File: config.mk
export PLATFORM = sky130hd
export DESIGN_NAME = cache_arbiter_flat
export DESIGN_NICKNAME = d
export VERILOG_FILES = /design/src/rtl/cache_arbiter_if.sv /design/src/rtl/cache_arbiter.sv /design/src/flat_wrapper.sv
export SDC_FILE = /design/constraint.sdc
export NUM_CORES = 1
export LEC_CHECK = 0
export CAP_MARGIN = 0
export CORE_AREA = 3 3 636 638
export DETAILED_ROUTE_END_ITERATION = 10
export DIE_AREA = 0 0 639 641
export GPL_TIMING_DRIVEN = 0
export PLACE_DENSITY = 0.3
export SYNTH_ARGS = -nofsm -noshare
export SYNTH_HDL_FRONTEND = slang
export SYNTH_SLANG_ARGS = --single-unit
File: constraint.sdc
create_clock -name clk -period 2.18 [get_ports clk]
set_clock_uncertainty 0.2 [all_clocks]
set_input_delay 0.654 -clock clk [delete_from_list [all_inputs] [get_ports clk]]
set_output_delay 0.654 -clock clk [all_outputs]
set_load 0.05 [all_outputs]
File: src/rtl/cache_arbiter_if.sv
// Whole-line request/response port shared by the I-cache, D-cache and adaptor sides
// of cache_arbiter. The master drives the request; the slave returns data and resp.
interface cache_arbiter_if #(
   parameter int ADDR_W = 32,
   parameter int LINE_W = 256
);
   logic              read;
   logic              write;
   logic [ADDR_W-1:0] addr;
   logic [LINE_W-1:0] wdata;
   logic [LINE_W-1:0] rdata;
   logic              resp;

   modport master (
      output read, write, addr, wdata,
      input  rdata, resp
   );

   modport slave (
      input  read, write, addr, wdata,
      output rdata, resp
   );
endinterface

File: src/rtl/cache_arbiter.sv
// Arbitrates whole-line misses/writebacks from the I-cache and D-cache onto the single
// cacheline adaptor port, one transaction at a time, returning resp only to the winner.
module cache_arbiter #(
   parameter int ADDR_W      = 32,
   parameter int LINE_W      = 256,
   parameter bit ROUND_ROBIN = 1'b1
) (
   input logic            clk,
   input logic            rst,
   cache_arbiter_if.slave  i_bus,
   cache_arbiter_if.slave  d_bus,
   cache_arbiter_if.master m_bus
);

   typedef enum logic [1:0] {
      IDLE   = 2'd0,
      BUSY_I = 2'd1,
      BUSY_D = 2'd2,
      DONE   = 2'd3
   } state_e;

   state_e            state_q, state_d;
   logic              last_d_q, last_d_d;   // 1: most recent grant went to the D-cache
   logic              m_read_q, m_read_d;
   logic              m_write_q, m_write_d;
   logic [ADDR_W-1:0] m_addr_q, m_addr_d;
   logic [LINE_W-1:0] m_wdata_q, m_wdata_d;

   logic i_req;
   logic d_req;
   logic grant_d;

   assign i_req   = i_bus.read;
   assign d_req   = d_bus.read | d_bus.write;
   assign grant_d = d_req & (~i_req | ~ROUND_ROBIN | ~last_d_q);

   // NOTE: state flops use non-blocking assignments so every flop samples pre-edge values.
   always_ff @(posedge clk) begin
      if (rst) begin
         state_q   <= IDLE;
         last_d_q  <= 1'b0;
         m_read_q  <= 1'b0;
         m_write_q <= 1'b0;
         m_addr_q  <= '0;
         m_wdata_q <= '0;
      end else begin
         state_q   <= state_d;
         last_d_q  <= last_d_d;
         m_read_q  <= m_read_d;
         m_write_q <= m_write_d;
         m_addr_q  <= m_addr_d;
         m_wdata_q <= m_wdata_d;
      end
   end

   // NOTE: every signal gets a hold default first, so no path through the case infers a latch.
   always_comb begin
      state_d   = state_q;
      last_d_d  = last_d_q;
      m_read_d  = m_read_q;
      m_write_d = m_write_q;
      m_addr_d  = m_addr_q;
      m_wdata_d = m_wdata_q;
      unique case (state_q)
         IDLE: begin
            if (i_req | d_req) begin
               last_d_d = grant_d;
               if (grant_d) begin
                  state_d   = BUSY_D;
                  m_addr_d  = d_bus.addr;
                  m_write_d = d_bus.write;
                  m_read_d  = ~d_bus.write;   // a simultaneous read is dropped in favour of the writeback
                  if (d_bus.write) m_wdata_d = d_bus.wdata;
               end else begin
                  state_d   = BUSY_I;
                  m_addr_d  = i_bus.addr;
                  m_read_d  = 1'b1;
                  m_write_d = 1'b0;
               end
            end
         end
         BUSY_I, BUSY_D: begin
            if (m_bus.resp) begin
               state_d   = DONE;
               m_read_d  = 1'b0;
               m_write_d = 1'b0;
            end
         end
         DONE:    state_d = IDLE;
         default: state_d = IDLE;
      endcase
   end

   always_comb begin
      i_bus.resp = 1'b0;
      d_bus.resp = 1'b0;
      if (!rst && m_bus.resp) begin
         i_bus.resp = (state_q == BUSY_I);
         d_bus.resp = (state_q == BUSY_D);
      end
   end

   assign i_bus.rdata = m_bus.rdata;
   assign d_bus.rdata = m_bus.rdata;
   assign m_bus.read  = m_read_q;
   assign m_bus.write = m_write_q;
   assign m_bus.addr  = m_addr_q;
   assign m_bus.wdata = m_wdata_q;

endmodule
File: src/flat_wrapper.sv
// flat-port wrapper written by rule: the top's interface ports become plain ports
module cache_arbiter_flat 
#(
   parameter int ADDR_W      = 32,
   parameter int LINE_W      = 256,
   parameter bit ROUND_ROBIN = 1'b1
)
  (clk, rst, i_bus_read, i_bus_write, i_bus_addr, i_bus_wdata, i_bus_rdata, i_bus_resp, d_bus_read, d_bus_write, d_bus_addr, d_bus_wdata, d_bus_rdata, d_bus_resp, m_bus_read, m_bus_write, m_bus_addr, m_bus_wdata, m_bus_rdata, m_bus_resp);
  cache_arbiter_if #(.ADDR_W(ADDR_W), .LINE_W(LINE_W)) i_bus_i ();
  cache_arbiter_if #(.ADDR_W(ADDR_W), .LINE_W(LINE_W)) d_bus_i ();
  cache_arbiter_if #(.ADDR_W(ADDR_W), .LINE_W(LINE_W)) m_bus_i ();
  input logic clk;
  input logic rst;
  input wire logic [$bits(i_bus_i.read)-1:0] i_bus_read;
  input wire logic [$bits(i_bus_i.write)-1:0] i_bus_write;
  input wire logic [$bits(i_bus_i.addr)-1:0] i_bus_addr;
  input wire logic [$bits(i_bus_i.wdata)-1:0] i_bus_wdata;
  output wire logic [$bits(i_bus_i.rdata)-1:0] i_bus_rdata;
  output wire logic [$bits(i_bus_i.resp)-1:0] i_bus_resp;
  input wire logic [$bits(d_bus_i.read)-1:0] d_bus_read;
  input wire logic [$bits(d_bus_i.write)-1:0] d_bus_write;
  input wire logic [$bits(d_bus_i.addr)-1:0] d_bus_addr;
  input wire logic [$bits(d_bus_i.wdata)-1:0] d_bus_wdata;
  output wire logic [$bits(d_bus_i.rdata)-1:0] d_bus_rdata;
  output wire logic [$bits(d_bus_i.resp)-1:0] d_bus_resp;
  output wire logic [$bits(m_bus_i.read)-1:0] m_bus_read;
  output wire logic [$bits(m_bus_i.write)-1:0] m_bus_write;
  output wire logic [$bits(m_bus_i.addr)-1:0] m_bus_addr;
  output wire logic [$bits(m_bus_i.wdata)-1:0] m_bus_wdata;
  input wire logic [$bits(m_bus_i.rdata)-1:0] m_bus_rdata;
  input wire logic [$bits(m_bus_i.resp)-1:0] m_bus_resp;
  assign i_bus_i.read = i_bus_read;
  assign i_bus_i.write = i_bus_write;
  assign i_bus_i.addr = i_bus_addr;
  assign i_bus_i.wdata = i_bus_wdata;
  assign i_bus_rdata = i_bus_i.rdata;
  assign i_bus_resp = i_bus_i.resp;
  assign d_bus_i.read = d_bus_read;
  assign d_bus_i.write = d_bus_write;
  assign d_bus_i.addr = d_bus_addr;
  assign d_bus_i.wdata = d_bus_wdata;
  assign d_bus_rdata = d_bus_i.rdata;
  assign d_bus_resp = d_bus_i.resp;
  assign m_bus_read = m_bus_i.read;
  assign m_bus_write = m_bus_i.write;
  assign m_bus_addr = m_bus_i.addr;
  assign m_bus_wdata = m_bus_i.wdata;
  assign m_bus_i.rdata = m_bus_rdata;
  assign m_bus_i.resp = m_bus_resp;
  cache_arbiter #(.ADDR_W(ADDR_W), .LINE_W(LINE_W), .ROUND_ROBIN(ROUND_ROBIN)) u_core (.clk(clk), .rst(rst), .i_bus(i_bus_i), .d_bus(d_bus_i), .m_bus(m_bus_i));
endmodule
# After elaboration in Yosys (flattened, before gate mapping)
# Index checks and enable logic that the tools add are counted.
dict set report totals {
  reg_bits 293
  input_bits 839
  output_inout_bits 804
}
dict set report op_classes {
  n_eq_ne 5
  n_mux 14
  bitwise_logic 7
  reduce_logical 9
}
# op n
set op_table {}
lappend op_table {{$mux W32} 1}
lappend op_table {{$mux W1} 7}
lappend op_table {{$mux W2} 3}
lappend op_table {{$pmux W2 S3} 1}
lappend op_table {{$eq A2 B2 Y1 const B} 2}
lappend op_table {{$pmux W1 S2} 2}
lappend op_table {{$reduce_and A2 Y1} 2}
lappend op_table {{$reduce_and A4 Y1} 1}
lappend op_table {{$not A1 Y1} 3}
lappend op_table {{$or A1 B1 Y1} 3}
lappend op_table {{$reduce_and A3 Y1} 1}
lappend op_table {{$eq A2 B1 Y1 const B} 1}
lappend op_table {{$logic_not A2 Y1} 1}
lappend op_table {{$ne A2 B1 Y1 const B} 1}
lappend op_table {{$ne A2 B2 Y1 const B} 1}
lappend op_table {{$reduce_bool A2 Y1} 1}
lappend op_table {{$reduce_or A2 Y1} 1}
lappend op_table {{$and A1 B1 Y1} 1}
lappend op_table {{$logic_and A1 B1 Y1} 1}
lappend op_table {{$logic_not A1 Y1} 1}

# Depth between registers and ports, before layout
# Gate-level depths: netlist (run 1).
dict set report logic_depth {
  depth_word 6
  mapped_depth 8
  mapped_depth_nobuf 5
}

# Worst setup path after synthesis (run 1)
# OpenSTA, ideal clock, no wires.
dict set report synth_path {
  path_type {in2out}
  startpoint {input port rst}
  endpoint {output port d_bus_resp}
  arrival_time_ps 1500
  path_slack_ps -174
  path_stages 3
  path_buffers 2
  cell_sequence {clkbuf_1 > clkbuf_1 > and3b_1}
}
dict set report synth_between {
  elab_chain_cells 3
}
# element line
set synth_rtl {}
lappend synth_rtl {{start, declared} flat_wrapper.sv:13} ;# input logic rst;
lappend synth_rtl {{$logic_not A1 Y1} cache_arbiter.sv:97} ;# if (!rst && m_bus.resp) begin
lappend synth_rtl {{$logic_and A1 B1 Y1} cache_arbiter.sv:97}
lappend synth_rtl {{$mux W1} cache_arbiter.sv:97}
lappend synth_rtl {{end, declared} flat_wrapper.sv:25} ;# output wire logic [$bits(d_bus_i.resp)-1:0] d_bus_resp;
# No other way between the ends.

# Worst setup path after layout (run 1)
dict set report layout_path {
  startpoint {input port m_bus_resp}
  endpoint {output port d_bus_resp}
}
dict set report layout_between {
  elab_chain_cells 2
}
# element line
set layout_rtl {}
lappend layout_rtl {{start, declared} flat_wrapper.sv:31} ;# input wire logic [$bits(m_bus_i.resp)-1:0] m_bus_resp;
lappend layout_rtl {{$logic_and A1 B1 Y1} cache_arbiter.sv:97}
lappend layout_rtl {{$mux W1} cache_arbiter.sv:97}
# No other way between the ends.

==> flow_summary.toml, run 1 <==
[critical_path]
cpLargestDelayFamily = "buffers and inverters"
path_cells = "clkdlybuf4s50_1 > and3b_2 > buf_12"
path_buf_inv = 2
path_class = "primary input to primary output"
worst_path_largest_cell_delay_ns = 0.60
worstSetupStartpointType = "primary input"
path_max_fanout = 6
worst_path_max_delay_cell = "clkdlybuf4s50_1"
worstPathArrival_ns = 1.68
end_kind = "primary output"
crit_required_ns = 1.33

[route]
via_count = 19075
drt-initial-drc-count = 1053
via_per_inst = 2.25
drtAntennaViolNets = 0
drc = 0
drtPass1Iterations = 5
wire_per_inst_um = 27.5
wirelength_mm = 233

[clock_tree]
path_clk_slew_ns = 0.06
root_buffer = "clkbuf_16"
clock-sinks = 293
cts_tree = "yes"
numCtsBuffers = 45
cts_hold_buf = 0
clock_latency_ns = 0.68
h-tree-depth = 2
cts_buffer_depth = 3

[synthesis]
synth.distinct_cells = 37
synth_ff_type = "dfxtp_1"
syn_inst = 1898
synth_area_leaders = "dfxtp_1, buf_4, a21oi_1, nand3_1, o21ai_0"
ys_ff_latch = 293
synth_area_sq_um = 15500
synth-edff-count = 0
synth_top_area_share_pct = 37.9
synth_top_cell_by_area = "dfxtp_1"
async_flop_share_pct = 0
yosysWarnings = 0
ys_seq_area_share_pct = 37.9
synth.avg_cell_area_sq_um = 8.16
synth_nets = 2741

[floorplan]
pin_count = 1643
dieArea_sq_um = 410000
core_area_sq_um = 399000
rows = 232
die_w_um = 639
initial_core_util_pct = 3.88
dieHeight_um = 641

[pwr]
power.density_nw_per_um2 = 953
ir_drop_mv = 0.653
switching_power_w = 0.0171
power.share.sequential_pct = 22.5
switching_share_pct = 48.8
internal-power_w = 0.0180
p_total_w = 0.0351
combPwrFrac_pct = 54.7
clockPowerShare_pct = 22.8
p_leak_nw = 13.7

[global_route]
grt_max_degree = 20
met3_usage_pct = 8.26
grt_antenna_before_repair = 161
grt_pass1_wl_mm = 270
gr-usage-met2_pct = 19.7
grt_use_met1_pct = 9.56
overflow = 0
gr-max-usage-layer = "met2"
grt_use_total_pct = 10.8
grt_pass1_vias = 18601

[timing]
fin_ws_ns = -0.357
min_period_over_period_pct = 116
min_period_ns = 2.54
tightest_slew_ns = 1.07
setup_viol = 71
final_max_slew_viol_count = 0
max_freq_ghz = 0.394
hold_ws_ns = 0.281
rsz0062_at_grt = "yes"
slew_headroom_pct = 28.6
hold_viol = 0

[place]
pre_cts_ws_ns = -1.99
dp.cells = 8292
numPortBuffers = 1128
gp_congestion = 0.802
dp.final_hpwl_mm = 214

[flow_run]
drv_cap = 0

[layout]
layout.nets = 3941
drive_gt1_share_pct = 40.3
area_growth_pct = 138
final_cell_mix = "buf_4, dlygate4sd2_1, clkdlybuf4s50_1, a21oi_1, nand3_1"
final_common_cell = "buf_4"
stdcell_count = 8460

[run_status]
outcome = "complete, but fails checks"
violations = "setup timing"

[min_path]
hold_path.class = "register to register"
==> final timing paths <==
path                            from                       to  slack [ns]  cells after the start
max                       m_bus_resp               d_bus_resp       -0.36                      3
min          u_core.m_bus.wdata[248]  u_core.m_bus.wdata[248]        0.28                      2
max reg2reg        u_core.state_q[1]  u_core.m_bus.wdata[129]       -0.02                      8
min reg2reg  u_core.m_bus.wdata[248]  u_core.m_bus.wdata[248]        0.28                      2
==> routing by layer <==
metal	share of wire, %	up-vias	wire, um
met2	50	1134	117000
met4	2.2	104	5220
met3	16	349	37600
li1	-	8513	-
met5	0.30	-	693
met1	31	8975	72500
==> tightest hold or removal path, cell delays in order, from the launching register on <==
cell     delay [ns]
dfxtp_1        0.31
o21ai_1        0.07
a21oi_1        0.06
==> registers in the layout (all words and copies together) (netlist names) <==
signal	count
u_core.m_bus.wdata	256
u_core.m_bus.read	1
u_core.m_bus.write	1
u_core.m_bus.addr	32
u_core.last_d_q	1
u_core.state_q	2
==> layout make-up <==
class,instances,area [sq um]
Clock inverter,21,302
Sequential cell,293,6210
Multi-Input combinational cell,931,4800
Timing Repair Buffer,1154,12600
Antenna cell,67,168
Buffer,671,5000
Inverter,2,7.51
Clock buffer,56,1230
Fill cell,46519,362000
Tap cell,5265,6590
==> synthesized netlist by cell type, types with 2 or more instances <==
library cell / n
a311oi_1: 33
buf_12: 2
buf_6: 5
dfxtp_1: 293
nand3_1: 256
ha_1: 4
and2_1: 2
clkbuf_2: 2
clkbuf_1: 80
nand2_1: 68
a21oi_1: 259
and3b_1: 2
buf_1: 4
buf_8: 20
buf_2: 26
inv_1: 2
buf_4: 532
nor2_1: 33
nand2b_1: 2
o21ai_0: 216
o21ai_1: 41
==> power groups by stage <==
stage / sequential (W) / clock, W / combinational (W)
after floorplan: 0.0113 / 0 / 0.00599
after global placement: 0.00740 / 0 / 0.0188
after detailed placement: 0.00744 / 0 / 0.0188
after CTS: 0.00791 / 0.00850 / 0.0200
after global routing: 0.00805 / 0.00862 / 0.0205
final: 0.00790 / 0.00801 / 0.0192
==> through the flow <==
stage	setup TNS, ns	util, %	cell area [sq um]
2_1_floorplan	0	-	15500
3_3_place_gp	-565.09	8.36	33400
3_5_place_dp	-539.95	8.37	33400
4_1_cts	-10.87	9.16	36600
5_1_grt	-31.60	9.20	36700
6_report	-2.57	9.24	36900
==> kinds of logic (layout without fill, tap and decap cells) <==
group | Yosys count | count (layout) | share of synthesized area (%)
compound gates | 558 | 558 | 19.2
fa+ha+maj | 4 | 4 | 0.323
buf+inv | 674 | 1904 | 31.4
flops | 293 | 293 | 37.9
mux | 1 | 1 | 0.0646
other cells | 0 | 67 | 0
simple gates | 368 | 368 | 11.2
==> what timing repair did <==
| item | CTS | global route |
|---|---|---|
| buffers inserted | 17 | 8 |
| endpoints found under the setup margin | 1092 | 365 |
| pin swaps | 2 | 1 |
| gates resized for setup | 3176 | 40 |
Power figures use the tool's default switching activity.
==> inputs of run 2 (changes only) <==
CORE_AREA = 3 3 632 634   (was 3 3 636 638)
DIE_AREA = 0 0 635 637   (was 0 0 639 641)
DONT_BUFFER_PORTS = 1   (was default)
==> run 2 against run 1 <==
Net effect: the flow still finishes with violations (setup timing); critical path depth did not move; worst setup slack improved by 0.076 ns; sequential cell count did not move; via count fell by 14%; critical path type unchanged; largest power group is now sequential cells; highest routed layer unchanged.
==> flow_summary.toml, run 2 (synthesis results as in run 1) <==
[place]
gp_congestion = 0.867
dp.final_hpwl_mm = 193
numPortBuffers = 0
placed_area_sq_um = 22100
dp.cells = 7141
pre_cts_ws_ns = -1.32

[global_route]
grt_max_degree = 13
met3_usage_pct = 8.23
grt_use_total_pct = 10.1
grt_pass1_wl_mm = 247
gr-usage-met2_pct = 17.2
gr-max-usage-layer = "met2"
grt_use_met1_pct = 9.08
grt_pass1_vias = 15466
overflow = 0
grt_antenna_before_repair = 180

[critical_path]
worst_path_max_delay_cell = "and3b_4"
crit_required_ns = 1.33
worst_path_largest_cell_delay_ns = 0.46
cp_common_cell = "clkbuf_8"
worstSetupStartpointType = "primary input"
path_max_fanout = 11
end_kind = "primary output"
path_cells = "clkbuf_8 > clkbuf_8 > and3b_4"
path_class = "primary input to primary output"
worstPathArrival_ns = 1.61

[route]
via_per_inst = 2.14
wire_per_inst_um = 27.9
wirelength_mm = 214
drt-initial-drc-count = 1074
via_count = 16424
drc = 0
drtAntennaViolNets = 0
drtPass1Iterations = 5

[timing]
final_max_slew_viol_count = 0
rsz0062_at_grt = "yes"
setup_viol = 59
min_period_ns = 2.46
tightest_slew_ns = 0.955
slew_headroom_pct = 36.4
min_period_over_period_pct = 113
hold_viol = 0
max_freq_ghz = 0.406
fin_ws_ns = -0.281

[layout]
area_growth_pct = 81.9
final_common_cell = "buf_4"
largest_reg_flops = 256
stdcell_count = 7662
fin_area_sq_um = 28200
drive_gt1_share_pct = 43.1
final_cell_mix = "buf_4, dlygate4sd3_1, a21oi_1, nand3_1, o21ai_0"
layout.nets = 3118

[pwr]
ir_drop_mv = 0.633
p_leak_nw = 8.95
power.density_nw_per_um2 = 1080

[floorplan]
dieArea_sq_um = 404000
initial_core_util_pct = 3.92
die_w_um = 635
core_area_sq_um = 395000
pin_count = 1643
rows = 231
dieHeight_um = 637

[clock_tree]
numCtsBuffers = 43
path_clk_slew_ns = 0.05
h-tree-depth = 2
clock_latency_ns = 0.70
cts_tree = "yes"
cts_buffer_depth = 3
clock-sinks = 293
root_buffer = "clkbuf_16"

[run_status]
violations = "setup timing"
outcome = "complete, but fails checks"

[flow_run]
drv_cap = 0

[min_path]
hold_path.class = "primary input to register"
-- run 2: changes by cell type in the layout (fill, tap and decap cells not counted), moves of 75 or more --
cell / delta
buf_12: -160
buf_4: -75
clkdlybuf4s50_1: -324
dfxtp_1: -86
dfxtp_4: +146
dlygate4sd2_1: -477
dlygate4sd3_1: +327
-- run 2: area by class of cell --
type	instances	area, sq um
diodes	115	288
plain buffers	672	5010
clock buffers	59	1250
clock inverters	16	221
fillers	46447	367000
inverters	2	12.5
multi-input cells	931	4830
flip-flops and latches	293	6680
well taps	5242	6560
repair buffers	332	3340
-- run 2: metrics by stage --
step | power, W | util (%) | hold slack [ns] | TNS (ns)
after CTS | 0.0316 | 7.04 | 0.0909 | -61.92
after global routing | 0.0325 | 7.08 | 0.137 | -37.81
after floorplan | 0.0173 | - | 0.267 | 0
after global placement | 0.0223 | 5.59 | 0.299 | -358.17
final | 0.0306 | 7.14 | 0.197 | -2.77
after detailed placement | 0.0223 | 5.60 | 0.303 | -266.15
-- run 2: critical path: cells and delay by family --
kind | cells | cell delay [ns]
simple gates | 1 | 0.46
buf+inv | 2 | 0.46
-- run 2: timing repair --
| action | 4_1_cts | 5_1_grt |
|---|---|---|
| endpoints found under the setup margin | 572 | 364 |
| pin swaps | 4 | 2 |
| buffers inserted | 2 | 1 |
| endpoints found under the hold margin | 291 | 0 |
| hold buffers | 327 | 0 |
| cloned | 0 | 1 |
| resized for setup | 506 | 46 |
-- run 2: per-layer routing --
layer | routed length (um) | vias up
met2 | 102000 | 1147
met1 | 68000 | 7786
met5 | 948 | -
met3 | 36200 | 389
li1 | - | 6960
met4 | 6030 | 142
-- run 2: power by group --
part / leakage (nW) / switching, W / internal, W / total (W)
clock: 0.723 / 0.00322 / 0.00438 / 0.00759
sequential: 2.57 / 0.00702 / 0.00704 / 0.0141
combinational: 5.65 / 0.00601 / 0.00291 / 0.00892
total: 8.95 / 0.0162 / 0.0143 / 0.0306
-- run 2: path summary, 6_finish.rpt --
kind,to,slack [ns],startpoint,cells after the start
setup reg to reg,u_core.m_bus.wdata[72],-0.13,u_core.state_q[0],8
hold / removal,u_core.m_bus.addr[1],0.20,d_bus_read,3
hold reg to reg,u_core.state_q[0],0.34,u_core.state_q[0],2
setup / recovery,d_bus_resp,-0.28,rst,3
==> RTL edit 1: new RTL, settings of run 2 <==
`ROUND_ROBIN` is set to 1'b1 in 2 places; all go to 1'b0.
--- a/src/rtl/cache_arbiter.sv
+++ b/src/rtl/cache_arbiter.sv
@@ -5,3 +5,3 @@
    parameter int LINE_W      = 256,
-   parameter bit ROUND_ROBIN = 1'b1
+   parameter bit ROUND_ROBIN = 1'b0
 ) (
--- a/src/flat_wrapper.sv
+++ b/src/flat_wrapper.sv
@@ -5,3 +5,3 @@
    parameter int LINE_W      = 256,
-   parameter bit ROUND_ROBIN = 1'b1
+   parameter bit ROUND_ROBIN = 1'b0
 )
Check against the original RTL: not settled (the Yosys comparison gave no result); the edit may change what the design does.
==> RTL edit 1 against run 2 <==
Count of clock-buffer cells in the layout unchanged; register-to-register slack better by 0.23 ns; worst setup slack better by 0.035 ns; total power down 1.8%; design area down 3.7%; wire length down 11%; final cell count down 1.6%; worst hold slack worse by 0.0081 ns; maximum frequency up 1.4%; largest power group unchanged; highest routed layer unchanged; area after synthesis down 6.5%; critical path depth unchanged; the run still ends with negative setup slack left; sequential cell count down 1; global-route usage down 1.1 points.
==> RTL edit 1: results (changes against run 2) <==
top cells by count, synth=nand2_1 (546), buf_4 (517), dfxtp_1 (292); Leak Pwr=8.85 nW (-1.1%); Fin Hold WS=0.189 ns (-0.00810 ns); peak per-stage delay on the critical path=0.34 ns (-0.12 ns); Port-buffer cells=0 (unchanged); failing checks=negative setup slack; Yosys top cell area share=40.3% (+2.5 points); Post-layout nets=3062 (-1.8%); clock slew at reported path FFs=0.05 ns (about the same); Top FF cell, synth=dfxtp_1; Seq/Total Area, Yosys=40.3% (+2.5 points); Final TNS setup=-0.472 ns (+2.30 ns); met1 Use GR=8.30% (-0.78 points); Tightest Pin Transition=1.20 ns (+0.245 ns); synth unique cells=30 (-19%); Worst Hold Class=in2reg; syn_nets=2683 (-2.1%); Hold Path Origin=i_bus_read; vias per cell=1.95 (-9.0%); Detail Placement HPWL=176 mm (-9.2%); Hold Buf Count CTS=322 (-1.5%); CP Launch Point=u_core.state_q[1]$_SDFFE_PP0P_; r2r startpoint=u_core.state_q[0]$_SDFFE_PP0P_; Max Fanout on Critical Path=2 (-9); hold worst-path end=u_core.m_bus.read$_SDFFE_PP0P_; Ys Warns=0 (unchanged); met3 GRT Util=7.35% (-0.89 points); first-pass GRT wire length=221 mm (-10%); metal2 WL=89.5 mm (-13%); share of layout cells above drive strength 1=44.6% (+1.5 points); combinational share of power=29.4% (+0.2 points); CP max-delay cell=and3b_4; Total GRT Usage=9.01% (-1.1 points); Metal-1 WL=62.3 mm (-8.4%); FF-to-FF path depth=10 (+2); Iter 0 DRT Violations=861 (-20%); Worst R2R End=u_core.m_bus.wdata[172]$_SDFFE_PP0P_; CP arrival=1.57 ns (-0.04 ns); fin worst setup slack=-0.246 ns (+0.0349 ns); CTS Buf Count=41 (-4.7%); RePlAce Congestion=0.871 (+0.46%); cell family with most CP delay=simple AND/OR/NAND/NOR gates; number of global-route vias before repair=14.2k (-8.3%); clock network power=7.52 mW (-0.9%); root buf cell=clkbuf_16; clk_lat worst skew=0.65 ns (-0.05 ns); met3 wire len=32.5 mm (-10%); final setup violation count=2 (-97%); Worst R2R Setup Slack=0.10 ns (+0.23 ns); Post-CTS Setup Repair Bufs=5 (+3); PostCTS Resize Cnt=517 (+2.2%); P_sw=15.6 mW (-3.9%); Synth area leaders=dfxtp_1 (40%), buf_4 (27%), nand2_1 (14%), a21oi_1 (8.9%), a311oi_2 (3.1%); Max rail drop VDD=0.515 mV (-19%); met2 GRT Util=15.2% (-2.0 points); antenna violations before repair=142 (-21%); outcome=finished, violations left; top layer in use=met5; Wirelength per Cell=25.3 um (-9.3%)
[RTL edit 1: stage by stage]
stage	instance area, um2	worst slack (ns)	std cells	total power, mW
floorplan	14500	0.00394	1840	16.6
global placement	21100	-1.77	7082	21.2
detailed placement	21100	-1.11	7083	21.2
CTS	26800	-0.436	7485	30.7
global route	27000	-0.399	7501	31.9
finish	27100	-0.246	7541	30.0
[RTL edit 1: cells by family after synthesis]
family	Yosys count	synth area share, %
compound gates	330	13.7
fa+ha+maj	4	0.345
buf+inv	623	29.9
flops	292	40.3
simple gates	591	15.7
[RTL edit 1: cell type report]
class / instances / area, um2
Fill cell: 46400 / 368000
Tap cell: 5242 / 6560
Buffer: 620 / 4620
Antenna cell: 48 / 120
Sequential cell: 292 / 6550
Inverter: 3 / 11.3
Timing Repair Buffer: 336 / 3440
Multi-Input combinational cell: 925 / 4390
Clock inverter: 16 / 248
Clock buffer: 59 / 1200
==> RTL edit 2: new RTL, settings of run 2 <==
Without the edit above. Reset style: asynchronous (`rst`), changed in one clocked block.
--- a/src/rtl/cache_arbiter.sv
+++ b/src/rtl/cache_arbiter.sv
@@ -37,3 +37,3 @@
    // NOTE: state flops use non-blocking assignments so every flop samples pre-edge values.
-   always_ff @(posedge clk) begin
+   always_ff @(posedge clk or posedge rst) begin
       if (rst) begin
Function: not settled (the Yosys comparison gave no result); the edit may change what the design does.
==> RTL edit 2 against run 2 <==
The run still ends with negative setup slack left; total power up 47%; sequential cell count unchanged; maximum frequency up 2.5%; clock power up 3.2%; area after synthesis up 4.2%; worst hold slack worse by 0.14 ns; global-route usage down 2.6 points; synthesized cell count down 35%; first-iteration DRC count down 53%; worst setup slack better by 0.061 ns; final cell count down 9.9%; wire length down 25%; design area up 3.0%; largest cell class unchanged.
==> RTL edit 2: results (changes against run 2) <==
Synth Instances=1226 (-35%); Post-layout nets=2439 (-22%); FFs w/ async S/R, synth=100% (+100 points); CTS Buf Count=44 (+2.3%); Total GRT Usage=7.52% (-2.6 points); first-pass GRT wire length=184 mm (-26%); Max rail drop VDD=0.533 mV (-16%); met1 Use GR=5.95% (-3.1 points); Inverters=7 (+5); fraction of area in multi-input gates=16.0% (-1.1 points); Detail Placement HPWL=146 mm (-25%); Pre-antenna DRT Iters=4 (-1); clock tree cell share of total cell area=5.42% (+0.21 points); Wirelength per Cell=23.2 um (-17%); clkbuf count=57 (-3.4%); CP arrival=1.55 ns (-0.06 ns); largest net degree at the start of global routing=43 (+30); metal2 WL=81.5 mm (-20%); final setup violation count=4 (-93%); top cells by count, synth=buf_4 (513), dfrtp_1 (293), mux2_4 (229); via count=11.3k (-31%); failing checks=negative setup slack; Final TNS setup=-0.436 ns (+2.34 ns); n_diodes=34 (-70%); antenna violations before repair=205 (+14%); filler-free cell count of the finished design=6907 (-9.9%); peak per-stage delay on the critical path=0.41 ns (-0.05 ns); clk_lat worst skew=0.63 ns (-0.07 ns); Seq. cell area=0.00802 mm2 (+20%); Max Fanout on Critical Path=3 (-8); syn_nets=2069 (-25%); Leak Pwr=10.4 nW (+16%); synth unique cells=24 (-35%); met3 GRT Util=6.38% (-1.8 points); fin worst setup slack=-0.220 ns (+0.0605 ns); Signal buffers=875 (-13%); RePlAce Congestion=0.847 (-2.3%); Synth area leaders=dfrtp_1 (45%), buf_4 (24%), mux2_4 (21%), mux2i_1 (2.2%), mux2_2 (2.0%); Metal-1 WL=43.1 mm (-37%); Iter 0 DRT Violations=506 (-53%); outcome=finished, violations left; CP max-delay cell=dfrtp_1; Pint=20.2 mW (+41%); P_seq=25.9 mW (+84%); met3 wire len=29.6 mm (-18%)
RTL edit 2: path summary, 6_finish.rpt:
path | startpoint | to | slack [ns] | cells after the start
max | u_core.state_q[1]$_DFFE_PP0P_ | i_bus_resp | -0.22 | 3
min | d_bus_addr[25] | u_core.m_bus.addr[25]$_DFFE_PP0P_ | 0.06 | 2
max reg2reg | u_core.state_q[1]$_DFFE_PP0P_ | u_core.m_bus.wdata[15]$_DFFE_PP0P_ | -0.01 | 9
min reg2reg | u_core.last_d_q$_DFFE_PP0P_ | u_core.last_d_q$_DFFE_PP0P_ | 0.34 | 2
max in group asynchronous | rst | u_core.m_bus.wdata[142]$_DFFE_PP0P_ | 0.28 | 6
min in group asynchronous | rst | u_core.m_bus.wdata[205]$_DFFE_PP0P_ | 0.49 | 3
RTL edit 2: kinds of logic (layout without fill, tap and decap cells):
logic type / Yosys count / in the layout / synth area share (%)
buffers and inverters: 558 / 963 / 26.5
DFF: 293 / 293 / 45.4
muxes: 292 / 292 / 25.4
and+or+nand+nor: 40 / 40 / 1.02
AOI/OAI and AO/OA: 39 / 39 / 1.31
adders and majority gates: 4 / 4 / 0.310
other: 0 / 34 / 0
RTL edit 2: through the flow:
stage	area [um2]	power [mW]	setup slack, ns
3_5_place_dp	23000	35.2	-1.24
5_1_grt	28900	47.4	-0.321
6_report	29000	45.1	-0.220
2_1_floorplan	16200	27.7	-4.62
4_1_cts	28600	46.0	-0.313
3_3_place_gp	22700	35.2	-7.35
RTL edit 2: timing repair:
item                                   4_1_cts  5_1_grt
gates resized for setup                    479       25
endpoints found under the hold margin      303        0
setup buffers                               13        3
hold buffers                               284        0
cloned                                       6        9
setup endpoints to repair                  547      290
pin swaps                                    3        1
